### src/rtl/ir_rx_pkg.sv
// IR receiver shared types: coding modes, FSM states, segment classes.
// Timing defaults assume a 1 MHz clock and a 36 kHz carrier.
package ir_rx_pkg;

  localparam int unsigned ENV_TIMEOUT_DEF = 40;
  localparam int unsigned MIN_DEF         = 300;
  localparam int unsigned SHORT_MAX_DEF   = 1300;
  localparam int unsigned LONG_MAX_DEF    = 2300;
  localparam int unsigned IDLE_DEF        = 4000;

  typedef enum logic [1:0] {
    MODE_BIPHASE = 2'd0,
    MODE_PDIST   = 2'd1,
    MODE_PLEN    = 2'd2,
    MODE_RSV     = 2'd3
  } mode_t;

  typedef enum logic [2:0] {
    S_IDLE,
    S_MARK,
    S_SPACE,
    S_DONE,
    S_ERR
  } state_t;

  typedef enum logic [1:0] {
    C_GLITCH,
    C_SHORT,
    C_LONG,
    C_OVER
  } seg_class_t;

  function automatic seg_class_t classify(
    input logic [15:0] len,
    input logic [15:0] lo,
    input logic [15:0] smax,
    input logic [15:0] lmax
  );
    seg_class_t c;
    if (len < lo)        c = C_GLITCH;
    else if (len < smax) c = C_SHORT;
    else if (len < lmax) c = C_LONG;
    else                 c = C_OVER;
    return c;
  endfunction

endpackage

### src/rtl/ir_rx_envelope.sv
// Carrier envelope detector: synchronizer, rising-edge detect and
// a quiet-time timeout that turns carrier bursts into a mark level.
module ir_rx_envelope
  import ir_rx_pkg::*;
#(
  parameter int unsigned P_ENV_TIMEOUT = ENV_TIMEOUT_DEF
) (
  input  logic clk,
  input  logic rst,
  input  logic din,
  output logic env,
  output logic rise,
  output logic fall
);

  localparam logic [15:0] TMO = 16'(P_ENV_TIMEOUT);

  logic [2:0]  sync;
  logic [15:0] tmo_cnt;
  logic        edge_s;

  assign edge_s = sync[1] & ~sync[2];

  // Two-flop synchronizer plus one delayed copy for edge detection
  always_ff @(posedge clk) begin
    if (rst) sync <= '0;
    else     sync <= {sync[1:0], din};
  end

  // Envelope rises on a carrier edge and falls after a quiet timeout
  always_ff @(posedge clk) begin
    if (rst) begin
      env     <= 1'b0;
      rise    <= 1'b0;
      fall    <= 1'b0;
      tmo_cnt <= '0;
    end else begin
      rise <= edge_s & ~env;
      fall <= 1'b0;
      if (edge_s) begin
        env     <= 1'b1;
        tmo_cnt <= TMO;
      end else if (tmo_cnt != 16'd0) begin
        tmo_cnt <= tmo_cnt - 16'd1;
        if (tmo_cnt == 16'd1) begin
          env  <= 1'b0;
          fall <= env;
        end
      end
    end
  end

endmodule

### src/rtl/ir_rx_decoder.sv
// IR frame decoder: classifies envelope segments and assembles
// bi-phase, pulse-distance or pulse-length frames into a word.
module ir_rx_decoder
  import ir_rx_pkg::*;
#(
  parameter int unsigned P_ENV_TIMEOUT = ENV_TIMEOUT_DEF,
  parameter int unsigned P_MIN         = MIN_DEF,
  parameter int unsigned P_SHORT_MAX   = SHORT_MAX_DEF,
  parameter int unsigned P_LONG_MAX    = LONG_MAX_DEF,
  parameter int unsigned P_IDLE        = IDLE_DEF
) (
  input  logic        i_clk,
  input  logic        i_rst,
  input  logic        i_ir_din,
  input  logic [1:0]  i_mode_sel,
  input  logic [5:0]  i_bits_cnt,
  output logic [31:0] o_data,
  output logic        o_valid,
  output logic        o_err,
  output logic        o_busy
);

  localparam logic [15:0] MIN_L  = 16'(P_MIN);
  localparam logic [15:0] SMAX_L = 16'(P_SHORT_MAX);
  localparam logic [15:0] LMAX_L = 16'(P_LONG_MAX);
  localparam logic [15:0] IDLE_L = 16'(P_IDLE);

  logic        env, rise, fall;
  logic [15:0] seg_cnt;
  state_t      state;
  mode_t       mode;
  logic [5:0]  nbits, idx;
  logic [31:0] sreg;
  logic        half, armed;
  seg_class_t  cls;
  logic        is_mark, seg_end, idle_hit, last;
  logic        dec, dbit, bad, half_n;

  ir_rx_envelope #(
    .P_ENV_TIMEOUT(P_ENV_TIMEOUT)
  ) u_env (
    .clk (i_clk),
    .rst (i_rst),
    .din (i_ir_din),
    .env (env),
    .rise(rise),
    .fall(fall)
  );

  // Saturating count of cycles since the last envelope transition
  always_ff @(posedge i_clk) begin
    if (i_rst)               seg_cnt <= '0;
    else if (rise || fall)   seg_cnt <= 16'd1;
    else if (seg_cnt != '1)  seg_cnt <= seg_cnt + 16'd1;
  end

  assign cls      = classify(seg_cnt, MIN_L, SMAX_L, LMAX_L);
  assign is_mark  = (state == S_MARK);
  assign seg_end  = (is_mark && fall) || (state == S_SPACE && rise);
  assign idle_hit = (state == S_SPACE) && !env && (seg_cnt >= IDLE_L);
  assign last     = (idx == nbits - 6'd1);

  // Per-segment bit decision; half marks a segment starting mid-bit
  always_comb begin
    dec    = 1'b0;
    dbit   = 1'b0;
    bad    = 1'b0;
    half_n = half;
    if (state == S_MARK || state == S_SPACE) begin
      if (mode == MODE_RSV) begin
        bad = 1'b1;
      end else if (idle_hit) begin
        if (mode == MODE_BIPHASE && half) dec = 1'b1;
        else                              bad = 1'b1;
      end else if (seg_end) begin
        if (cls == C_GLITCH || cls == C_OVER) begin
          bad = 1'b1;
        end else begin
          unique case (mode)
            MODE_BIPHASE: begin
              if (half) begin
                dec    = 1'b1;
                dbit   = is_mark;
                half_n = (cls == C_LONG);
              end else if (cls == C_LONG) begin
                bad = 1'b1;
              end else begin
                half_n = 1'b1;
              end
            end
            MODE_PDIST: begin
              if (is_mark) bad = (cls != C_SHORT);
              else begin
                dec  = 1'b1;
                dbit = (cls == C_LONG);
              end
            end
            MODE_PLEN: begin
              if (!is_mark) bad = (cls != C_SHORT);
              else begin
                dec  = 1'b1;
                dbit = (cls == C_LONG);
              end
            end
            MODE_RSV: bad = 1'b1;
          endcase
        end
      end
    end
  end

  // Frame FSM with registered outputs
  always_ff @(posedge i_clk) begin
    if (i_rst) begin
      state   <= S_IDLE;
      mode    <= MODE_BIPHASE;
      nbits   <= '0;
      idx     <= '0;
      sreg    <= '0;
      half    <= 1'b0;
      armed   <= 1'b0;
      o_data  <= '0;
      o_valid <= 1'b0;
      o_err   <= 1'b0;
      o_busy  <= 1'b0;
    end else begin
      o_valid <= 1'b0;
      o_err   <= 1'b0;
      unique case (state)
        S_IDLE: begin
          if (!armed) begin
            armed <= !env && (seg_cnt >= IDLE_L);
          end else if (rise) begin
            state  <= S_MARK;
            mode   <= mode_t'(i_mode_sel);
            nbits  <= (i_bits_cnt == 6'd0 || i_bits_cnt > 6'd32)
                      ? 6'd32 : i_bits_cnt;
            idx    <= '0;
            sreg   <= '0;
            half   <= 1'b0;
            o_busy <= 1'b1;
          end
        end
        S_MARK, S_SPACE: begin
          if (bad || (dec && idle_hit && !last)) begin
            state  <= S_ERR;
            o_err  <= 1'b1;
            o_busy <= 1'b0;
            armed  <= 1'b0;
          end else if (dec && last) begin
            state   <= S_DONE;
            o_valid <= 1'b1;
            o_data  <= sreg | ({31'b0, dbit} << idx[4:0]);
            o_busy  <= 1'b0;
            armed   <= 1'b0;
          end else begin
            if (dec) begin
              sreg[idx[4:0]] <= dbit;
              idx            <= idx + 6'd1;
            end
            half <= half_n;
            if (seg_end) state <= is_mark ? S_SPACE : S_MARK;
          end
        end
        S_DONE, S_ERR: state <= S_IDLE;
        default:       state <= S_IDLE;
      endcase
    end
  end

endmodule

### config.mk
export PLATFORM = sky130hd
export DESIGN_NAME = ir_rx_decoder
export DESIGN_NICKNAME = d
export VERILOG_FILES = /design/src/rtl/ir_rx_pkg.sv /design/src/rtl/ir_rx_envelope.sv /design/src/rtl/ir_rx_decoder.sv
export SDC_FILE = /design/constraint.sdc
export NUM_CORES = 1
export LEC_CHECK = 0
export ABC_AREA = 1
export CAP_MARGIN = 20
export CORE_MARGIN = 8
export CORE_UTILIZATION = 40
export CTS_CLUSTER_SIZE = 14
export DETAILED_ROUTE_END_ITERATION = 12
export HOLD_SLACK_MARGIN = 0.03
export PLACE_DENSITY = 0.6
export SETUP_SLACK_MARGIN = 0.05
export SKIP_LAST_GASP = 1
export SYNTH_ARGS = -nofsm -noshare
export SYNTH_HDL_FRONTEND = slang
export SYNTH_SLANG_ARGS = --single-unit
### constraint.sdc
create_clock -name i_clk -period 6.9 [get_ports i_clk]
set_input_delay 1.725 -clock i_clk [delete_from_list [all_inputs] [get_ports i_clk]]
set_output_delay 1.725 -clock i_clk [all_outputs]
set_load 0.02 [all_outputs]
==> run summary <==
Outcome - complete, no violations
Hold Fails Final Rpt - 0
GRT overflow - 0
Drt total wl - 17100 um
Drt wl/cell - 13.6 um
Final Critical Period - 3.84 ns
# DRC - 0
Unrepaired setup endpoints after global routing - no
Data arrival, critical path - 4.15 ns
Hold buffers post-CTS - 0
Post-CTS Setup Bufs - 0
Initial antenna violation count - 0
Pint - 1.48 mW
Number of synthesized register bits - 124
Worst setup path class - reg2reg
Num ports - 46
Fmax achieved - 0.260 GHz
Final TNS setup - 0 ns
Ant diodes - 0
Most numerous cell on the critical path - inv_1
LEAKAGE - 3.33 nW
Fin nets - 1048
Final Max Slew Viols - 0
Syn avg cell area - 6.77 um2
Final setup violation count - 0
Sequential share of power - 35.3%
FP Rows - 47
Core area - 16500 um2
Gates resized, CTS repair - 0
TritonCTS buffer count - 17
Max FO, Critical Path - 33
Seq/Total Area, Yosys - 37.0%
CP Buf/Inv Count - 3
First-pass GRT wire length - 28900 um
Post-synth cell types - 43
Peak supply drop - 0.193 mV
P&R area growth vs syn - 16.5%
Fin worst setup slack - 3.06 ns
Worst-path clk slew - 0.06 ns
Port bufs - 45
Clk sink count - 124
Switching power - 884 uW
Logic pwr share - 28.3%
Worst EP required - 7.21 ns
Die Width - 145 um
Largest net degree at the start of global routing - 56
YS warnings - 0
Detailed router's first-iteration violation count - 672
Share of layout cells above drive strength 1 - 6.48%
Post-DP HPWL - 11800 um
Worst Clk Skew - 0.0118 ns
EDFF count, synth - 0
Post-Syn Nets - 1017
Pre-CTS WS - 2.72 ns
Clk pwr share - 36.4%
PD cells - 302 nW/um2
Worst slew pin tran - 0.770 ns
Syn Std Cell Area - 6710 um2
# Max-Cap Violations - 0
Clk_lat worst skew - 0.42 ns
Main synth FF type - dfxtp_1
Layout fillers - 1689
H-tree depth - 4
Post-synthesis cell count - 990
Initial Util - 40.7%
Setup crit start kind - flip-flop
Normalized max-slew margin - 48.5%
Share of synthesized flip-flops with an asynchronous set or reset - 0%
Detail Route Antenna Nets - 0
Vias in the first global route - 5743
Crit-path slowest cell - nor2_4
Longest Clk Path Bufs - 2
Crit-path leading delay family - simple AND/OR/NAND/NOR gates
Worst min path class - reg2reg
Via/cell ratio - 5.13
Crit. End Element - flip-flop
CTS root buf - clkbuf_16
Final period util - 55.7%
GRT Total Usage - 16.4%
DR pass1 iterations - 5
CTS tree - yes
Largest stage delay, worst path - 0.56 ns
Routed via count - 6429
Switching part of the total - 37.5%
Crit-path cells - or2_1, nor2_4, nand3_1, a31oi_1, inv_1, a31oi_1, inv_1, ha_1, ha_1, a21oi_1, nand2_1, nand3_1, nand2_1, nand2_2, nand2_4, nor2_4, inv_1, nor3_1, nor2_1
Die Y-Extent - 145 um
DIE AREA - 21200 um2
RD Place Congestion - 0.836
==> kinds of logic after synthesis <==
family	share of synthesized area, %
compound gates	10.5
fa+ha+maj	2.99
simple gates	37.8
flops	37.0
xor+xnor	1.83
buf+inv	9.85
==> synth_stat cells, drive strengths merged, types with 3 or more instances <==
| master | number | area (um2) |
|---|---|---|
| a21oi | 52 | 272 |
| buf | 21 | 151 |
| nand3 | 105 | 561 |
| a31oi | 12 | 75.1 |
| o21ai | 56 | 280 |
| nor3 | 26 | 153 |
| nand2 | 194 | 773 |
| xor2 | 9 | 78.8 |
| dfxtp | 124 | 2480 |
| nor4 | 4 | 25.0 |
| a211oi | 5 | 37.5 |
| clkbuf | 15 | 57.6 |
| nand4 | 29 | 181 |
| xnor2 | 5 | 43.8 |
| inv | 118 | 448 |
| nor2 | 171 | 702 |
| or2 | 18 | 113 |
| nand3b | 3 | 22.5 |
| ha | 16 | 200 |
==> per-stage QoR <==
stage	hold slack [ns]	util (%)	power, mW	area [um2]	cells
CTS	0.412	47.5	2.36	7820	1254
global placement	0.390	44.0	1.50	7250	1222
finish	0.407	47.5	2.36	7820	1254
global route	0.442	47.5	2.51	7820	1254
detailed placement	0.402	44.0	1.50	7250	1222
floorplan	0.388	-	1.38	6710	990
==> cell type report <==
class / instances / area (um2) / area share [%]
clock buffer: 20 / 457 / 5.84
timing repair buffer: 48 / 473 / 6.05
sequential: 124 / 2480 / 31.8
clock inverter: 12 / 114 / 1.46
inverter: 119 / 452 / 5.78
tap: 220 / 275 / 3.52
multi-input combinational: 711 / 3560 / 45.6
==> worst min-delay path: stages, from the launching register on <==
cell and delay (ns):
dfxtp_1 0.30, inv_1 0.04, nor2_1 0.03
==> per-layer routing <==
layer | vias to the layer above | global-route usage (%) | wire (um)
met3 | 12 | 4.73 | 1190
met2 | 205 | 23.7 | 7230
met5 | - | 0 | 0
met4 | 0 | 4.16 | 133
met1 | 2916 | 23.2 | 8560
li1 | 3296 | - | -
==> flip-flops by register name (all words and copies together) (netlist names) <==
register       flops
u_env.sync         3
u_env.env          1
idx                6
seg_cnt           16
sreg              32
armed              1
mode               2
u_env.tmo_cnt     16
o_valid            1
u_env.rise         1
state              3
nbits              6
half               1
o_data            32
u_env.fall         1
o_busy             1
o_err              1
==> worst paths after layout <==
check	slack [ns]	depth (start not counted)	start	to
max	3.06	19	seg_cnt[12]	o_data[5]
min reg2reg	0.41	2	u_env.sync[0]	u_env.sync[1]
min	0.41	2	u_env.sync[0]	u_env.sync[1]
max reg2reg	3.06	19	seg_cnt[12]	o_data[5]
==> cell usage in the layout, fill, tap and decap left out, types with 5 or more instances in the layout <==
master / count
nand4_1: 29
nor2_1: 164
xor2_1: 9
xnor2_1: 5
nand3_1: 101
o21ai_0: 53
ha_1: 16
nand2_1: 184
clkbuf_16: 17
inv_2: 7
dfxtp_1: 124
nand2_2: 6
inv_1: 110
clkdlybuf4s50_1: 45
or2_0: 13
nor3_1: 24
a31oi_1: 12
a21oi_1: 51
a211oi_1: 5
==> power groups by stage <==
stage	clock network, mW	logic [mW]	registers (mW)
after floorplan	0	0.556	0.827
after global placement	0	0.653	0.846
after detailed placement	0	0.656	0.846
after CTS	0.871	0.661	0.832
after global routing	0.910	0.757	0.842
final	0.858	0.668	0.834
No activity file was read; power rests on OpenSTA's default activity.
